===== src/rtl/daten_speicher_steuerung.sv =====
// rtl/daten_speicher_steuerung.sv - data-side memory controller between CPU data port and synchronous DatenRAM
// Optional range check enabled by macro DATENSTEUERUNG_BEREICH_EN.
module daten_speicher_steuerung #(
   parameter int WORDSIZE     = 32,
   parameter int ADRESSBREITE = 32,
   parameter int WORDS        = 256,
   parameter int LESELATENZ   = 1
) (
   input  logic                     Clock,
   input  logic                     Reset,
   input  logic                     LeseDaten,
   input  logic                     SchreibeDaten,
   input  logic [ADRESSBREITE-1:0]  DatenAdresse,
   input  logic [WORDSIZE-1:0]      DatenVonCPU,
   output logic [WORDSIZE-1:0]      DatenZurCPU,
   output logic                     DatenGeladen,
   output logic                     DatenGespeichert,
   output logic [$clog2(WORDS)-1:0] RamAdresse,
   output logic [WORDSIZE-1:0]      RamDatenRein,
   output logic                     RamSchreibenAn,
   input  logic [WORDSIZE-1:0]      RamDatenRaus,
   output logic                     AdressFehler
);

   localparam int RAMBREITE = $clog2(WORDS);

   typedef enum logic [2:0] {BEREIT, LESEN, SCHREIBEN, FERTIG, WARTEN} zustand_t;

   zustand_t   zustand;
   logic [2:0] zaehler;
   logic       leseFehler;
   logic       ausserhalb;
   logic       unusedAdressBits;

`ifdef DATENSTEUERUNG_BEREICH_EN
   assign ausserhalb = (DatenAdresse >= ADRESSBREITE'(WORDS));
`else
   assign ausserhalb = 1'b0;
`endif

   // Without the range check the upper address bits are simply discarded (wrap mod WORDS).
   assign unusedAdressBits = ^DatenAdresse[ADRESSBREITE-1:RAMBREITE];

   always_ff @(posedge Clock or negedge Reset) begin
      if (!Reset) begin
         zustand          <= BEREIT;
         zaehler          <= '0;
         leseFehler       <= 1'b0;
         DatenZurCPU      <= '0;
         DatenGeladen     <= 1'b0;
         DatenGespeichert <= 1'b0;
         RamAdresse       <= '0;
         RamDatenRein     <= '0;
         RamSchreibenAn   <= 1'b0;
         AdressFehler     <= 1'b0;
      end else begin
         DatenGeladen     <= 1'b0;
         DatenGespeichert <= 1'b0;
         RamSchreibenAn   <= 1'b0;
         case (zustand)
            BEREIT: begin
               // Store wins over a simultaneous load request.
               if (SchreibeDaten) begin
                  RamAdresse       <= DatenAdresse[RAMBREITE-1:0];
                  RamDatenRein     <= DatenVonCPU;
                  RamSchreibenAn   <= !ausserhalb;
                  DatenGespeichert <= 1'b1;
                  if (ausserhalb) AdressFehler <= 1'b1;
                  zustand          <= SCHREIBEN;
               end else if (LeseDaten) begin
                  RamAdresse <= DatenAdresse[RAMBREITE-1:0];
                  zaehler    <= 3'(LESELATENZ);
                  leseFehler <= ausserhalb;
                  if (ausserhalb) AdressFehler <= 1'b1;
                  zustand    <= LESEN;
               end
            end
            SCHREIBEN: zustand <= WARTEN;
            LESEN: begin
               if (zaehler == 3'd0) begin
                  DatenZurCPU  <= leseFehler ? '0 : RamDatenRaus;
                  DatenGeladen <= 1'b1;
                  zustand      <= FERTIG;
               end else begin
                  zaehler <= zaehler - 3'd1;
               end
            end
            FERTIG: zustand <= WARTEN;
            // Hold here until the CPU drops both requests so a level never re-triggers.
            WARTEN: begin
               if (!LeseDaten && !SchreibeDaten) zustand <= BEREIT;
            end
            default: zustand <= BEREIT;
         endcase
      end
   end

endmodule


===== config.mk =====
export PLATFORM = sky130hd
export DESIGN_NAME = daten_speicher_steuerung
export DESIGN_NICKNAME = d
export VERILOG_FILES = /design/src/rtl/daten_speicher_steuerung.sv
export SDC_FILE = /design/constraint.sdc
export NUM_CORES = 1
export LEC_CHECK = 0
export CELL_PAD_IN_SITES_DETAIL_PLACEMENT = 0
export CELL_PAD_IN_SITES_GLOBAL_PLACEMENT = 1
export CORE_MARGIN = 5
export CORE_UTILIZATION = 31
export DETAILED_ROUTE_END_ITERATION = 7
export HOLD_SLACK_MARGIN = 0.08
export PLACE_DENSITY = 0.81
export SLEW_MARGIN = 15
export SYNTH_ARGS = -nofsm -noshare
export SYNTH_HDL_FRONTEND = slang
export SYNTH_SLANG_ARGS = --single-unit
export TNS_END_PERCENT = 20

===== constraint.sdc =====
create_clock -name Clock -period 2.1 [get_ports Clock]
set_input_delay 0.63 -clock Clock [delete_from_list [all_inputs] [get_ports Clock]]
set_output_delay 0.63 -clock Clock [all_outputs]
set_load 0.01 [all_outputs]

* Word level (Yosys, flattened, before mapping) *
Cells that the tools add are included.

word-level totals
  input port bits = 100
  memories = 0
  register bits = 80
  word-level logic and storage cells = 45
  bits in latches = 0
  output and inout port bits = 76
  memory bits (read-only) = 0
  RAM bits = 0

operators by class
  add/sub/neg operators = 1
  reduce and logical (&&, ||, !) cells = 13
  multiplexer cells = 14
  bitwise gates (word level) = 0
  shift-type cells = 0
  $lt $le $gt $ge = 0
  divide/modulo/power cells = 0
  multipliers = 0
  eq/ne operators = 10

operator list
  kind                   count
  $mux W3                6
  $mux W8                2
  $pmux W3 S4            1
  $ne A2 B2 Y1 const B   5
  $eq A3 B2 Y1 const B   2
  $logic_not A3 Y1       2
  $pmux W3 S2            1
  $reduce_and A2 Y1      3
  $mux W1                4
  $reduce_and A4 Y1      1
  $reduce_bool A2 Y1     2
  $eq A3 B1 Y1 const B   1
  $eq A3 B3 Y1 const B   1
  $ne A3 B3 Y1 const B   1
  $reduce_and A3 Y1      1
  $sub A3 B1 Y3 const B  1
  $logic_not A1 Y1       2
  $reduce_or A2 Y1       1
  $logic_and A1 B1 Y1    1

* Longest topological paths before layout *
  depth in word-level cells = 4
  mapped depth = 7
  mapped depth without buffers = 6

* Worst setup path before layout *
No wires, ideal clock.

  path type = reg2reg
  from = register zaehler[0]
  to = register DatenZurCPU[10]
  setup time = 0.125 ns
  setup slack = 0.410 ns
  buffers on the path = 1
  required time = 1.975 ns
  stages on the path, launching flop included = 8
  period minus slack after synthesis = 1.690 ns
  arrival = 1.565 ns
  cells stage by stage = dfrtp_1 -> inv_1 -> ha_1 -> ha_1 -> nand2_1 -> nor2_8 -> buf_12 -> mux2_4

between the ends
  cells in the longest elaborated chain, start to end = 2

RTL lines
  item                                line  RTL
  from (decl)                         30    logic [2:0] zaehler;
  from (signal assigned)              72    zaehler <= 3'(LESELATENZ);
  from (signal assigned)              85    zaehler <= zaehler - 3'd1;
  $logic_not A3 Y1                    80    if (zaehler == 3'd0) begin
  $reduce_and A2 Y1 (no source line)  --
  to (signal assigned)                81    DatenZurCPU <= leseFehler ? '0 : RamDatenRaus;
  to (decl)                           15    output logic [WORDSIZE-1:0] DatenZurCPU,

No other way between the ends.
A chain may end at the register's enable or synchronous reset.

* Worst setup path in the final report *
  from = register zaehler[0]
  to = register DatenZurCPU[17]

The elaborated chain is that of the path after synthesis.

==> results.toml <==
[run_status]
status = "complete, no violations"

[worst_setup_path]
r2r_end = "DatenZurCPU[17]"
critPathSlowestCell = "dfrtp_1"
reg2regPathDepth = 7
cp.required_ps = 2320
regToRegStartpoint = "zaehler[0]"
reg2reg_setup_slack_ps = 180
cp_common_cell = "ha_1"
start_kind = "flip-flop"
worstPathCellList = "inv_1 > ha_1 > ha_1 > nand2_1 > nor2_8 > buf_12 > mux2_4"
arrival_ps = 2140
cpPeakStageDelay_ps = 390
crit_fanout = 15
path_class = "reg -> reg"
endpoint_kind = "flip-flop"

[detailed_routing]
num_vias = 2126
vias_per_cell = 4.26
drc_errors = 0
first_pass_iters = 6
drt-initial-drc-count = 42
ant_nets = 0
drt-total-wl_um = 7920
wl_per_cell_um = 15.9

[layout]
antenna_cells = 0
syn_to_final_growth_pct = 55.8
finalInstanceArea_um2 = 5290
drive_gt1_share_pct = 29.0
fillers = 972
nets = 457
final_util_pct = 49.0

[floorplanning]
start_util_pct = 31.5
dieWidth_um = 115
ios = 176
die_h_um = 115
row_count = 38
die-area_um2 = 13100
core_um2 = 10800

[clock_network]
path_clk_slew_ps = 80
clock_latency_ps = 340
cts_resized = 0
hold_buffers = 0
post_cts_buffers = 0
cts.sinks = 80
ctsLongestPathBuffers = 2
cts_tree = "yes"
root_buffer = "clkbuf_8"
htreeDepth = 3
numCtsBuffers = 9

[placement]
place_congestion = 0.686
dp_hpwl_um = 6040
io_buffers = 150
pre_cts_ws_ps = -13.2
place_area_um2 = 5070

[power_and_ir_drop]
ir_drop_mv = 0.550
p_clk_share_pct = 15.8
switchingPower_mw = 2.28
p_sw_share_pct = 28.9
p_int_mw = 5.62
leakage_nw = 2.32
pwr-share-comb_pct = 49.8
sequentialPowerShare_pct = 34.4
p_per_area_nw_per_um2 = 1490
p_total_mw = 7.91

[timing]
fin_skew_ps = 9.09
rsz0062_at_grt = "no"
setup_viol = 0
setup_ws_ps = 182
fmax_ghz = 0.522
slew_viol_final = 0
period_needed_ps = 1920
tightest_slew_ps = 531
hold_viol = 0
timing.final.crit_share_pct = 91.3
relSlewSlack_pct = 64.6

[grt]
top_usage_layer = "met2"
grt_pass1_wl_um = 12200
grt_pass1_vias = 2330
track_usage_pct = 11.9
grtUsageMet1_pct = 14.1
grt.overflow.total = 0
antenna_found_initial = 0
met3_usage_pct = 3.70
grt_max_degree = 43
grt_util_met2_pct = 20.6

[logic_synthesis]
avgSynthCellArea_um2 = 17.9
yosysTopAreaCellShare_pct = 59.0
ys_seq_elements = 80
synthTopCellsByArea = "dfrtp_1 (59%), mux2_4 (26%), mux2_2 (5.0%), buf_12 (3.5%), nor2_8 (1.2%)"
synth_area_um2 = 3400
synth_cell_types = 26
synth_nets = 292
yosysWarningCount = 0
syn-instance-count = 190
yosysSeqAreaShare_pct = 59.0
yosysTopAreaCell = "dfrtp_1"

[job]
drv_cap = 0

[hold_path]
hp-class = "in -> async"
through the flow:
step / TNS [ps] / hold WS, ps / cells
floorplan: 0 / 334 / 190
global placement: -37.8 / 470 / 484
detailed placement: -22.8 / 481 / 484
CTS: 0 / 110 / 499
global route: 0 / 106 / 499
finish: 0 / 133 / 499
critical path: cells and delay by family, from the launching register on:
| kind | cells | cell delay [ps] |
|---|---|---|
| fa+ha+maj | 2 | 380 |
| buf+inv | 2 | 270 |
| flops | 1 | 390 |
| mux | 1 | 310 |
| simple gates | 2 | 420 |
power by group through the flow:
stage	sequential, mW	combinational [mW]	clock (mW)
global placement	2.71	3.94	0
detailed placement	2.75	3.99	0
global route	2.82	4.16	1.36
CTS	2.73	4.01	1.31
finish	2.72	3.93	1.25
floorplan	3.04	1.81	0
cell usage in the layout (no fill, tap or decap), types with 2 or more instances in the layout:
master,synthesis,routed
nand2_1,2,2
clkdlybuf4s50_1,0,149
dfrtp_1,80,80
o21bai_1,2,2
mux2_2,15,15
buf_4,2,10
nor2_8,2,2
clkbuf_8,0,11
ha_1,2,2
mux2_4,58,58
buf_12,6,4
bufinv_16,0,2
inv_1,5,5
cells by family (layout without fill, tap and decap cells):
logic type                 Yosys count  count (layout)  share of synthesized area (%)
AOI/OAI and AO/OA                    8               8                           1.69
adders and majority gates            2               2                          0.737
buffers and inverters               14             183                           4.86
DFF                                 80              80                           59.0
muxes                               73              73                           30.6
other                                1               1                          0.110
and+or+nand+nor                     12              12                           3.02
worst max-delay path by stage:
stage / startpoint / endpoint / cells after the start / slack [ps]
5_1_grt: zaehler[0] / DatenZurCPU[17] / 7 / 60
3_5_place_dp: SchreibeDaten / RamDatenRein[23] / 5 / -10
3_3_place_gp: SchreibeDaten / RamDatenRein[26] / 5 / -6
4_1_cts: zaehler[0] / DatenZurCPU[17] / 7 / 150
2_1_floorplan: zaehler[0] / DatenZurCPU[10] / 7 / 410
6_report: zaehler[0] / DatenZurCPU[17] / 7 / 180
flip-flops by register name (all words and copies together), names as in the netlist:
name	flops
DatenGeladen	1
DatenZurCPU	32
RamAdresse	8
RamDatenRein	32
RamSchreibenAn	1
zaehler	3
zustand	3
per-layer routing:
layer,routed length (um),vias to the layer above
met4,119,0
met2,4170,65
met3,372,7
met1,3260,1064
met5,0,-
li1,-,990
Yosys cell counts, drive strengths merged:
cell type  number
nor2            4
nand2           2
a22o            1
o31ai           1
or2             1
nand2b          1
and3b           1
mux2           73
inv             5
nor3            1
conb            1
o21ai           1
o21bai          2
dfrtp          80
a22oi           1
ha              2
buf             9
a211o           1
nor2b           1
a21oi           1
nand3b          1
cell type report:
type / instances / area, um^2 / share of cell area [%]
multi-input combinational: 96 / 1230 / 23.2
tap: 140 / 175 / 3.31
inverter: 5 / 18.8 / 0.355
timing repair buffer: 163 / 1650 / 31.1
clock buffer: 12 / 155 / 2.93
sequential: 80 / 2000 / 37.8
clock inverter: 3 / 65.1 / 1.23
No activity file was read; power rests on OpenSTA's default activity.
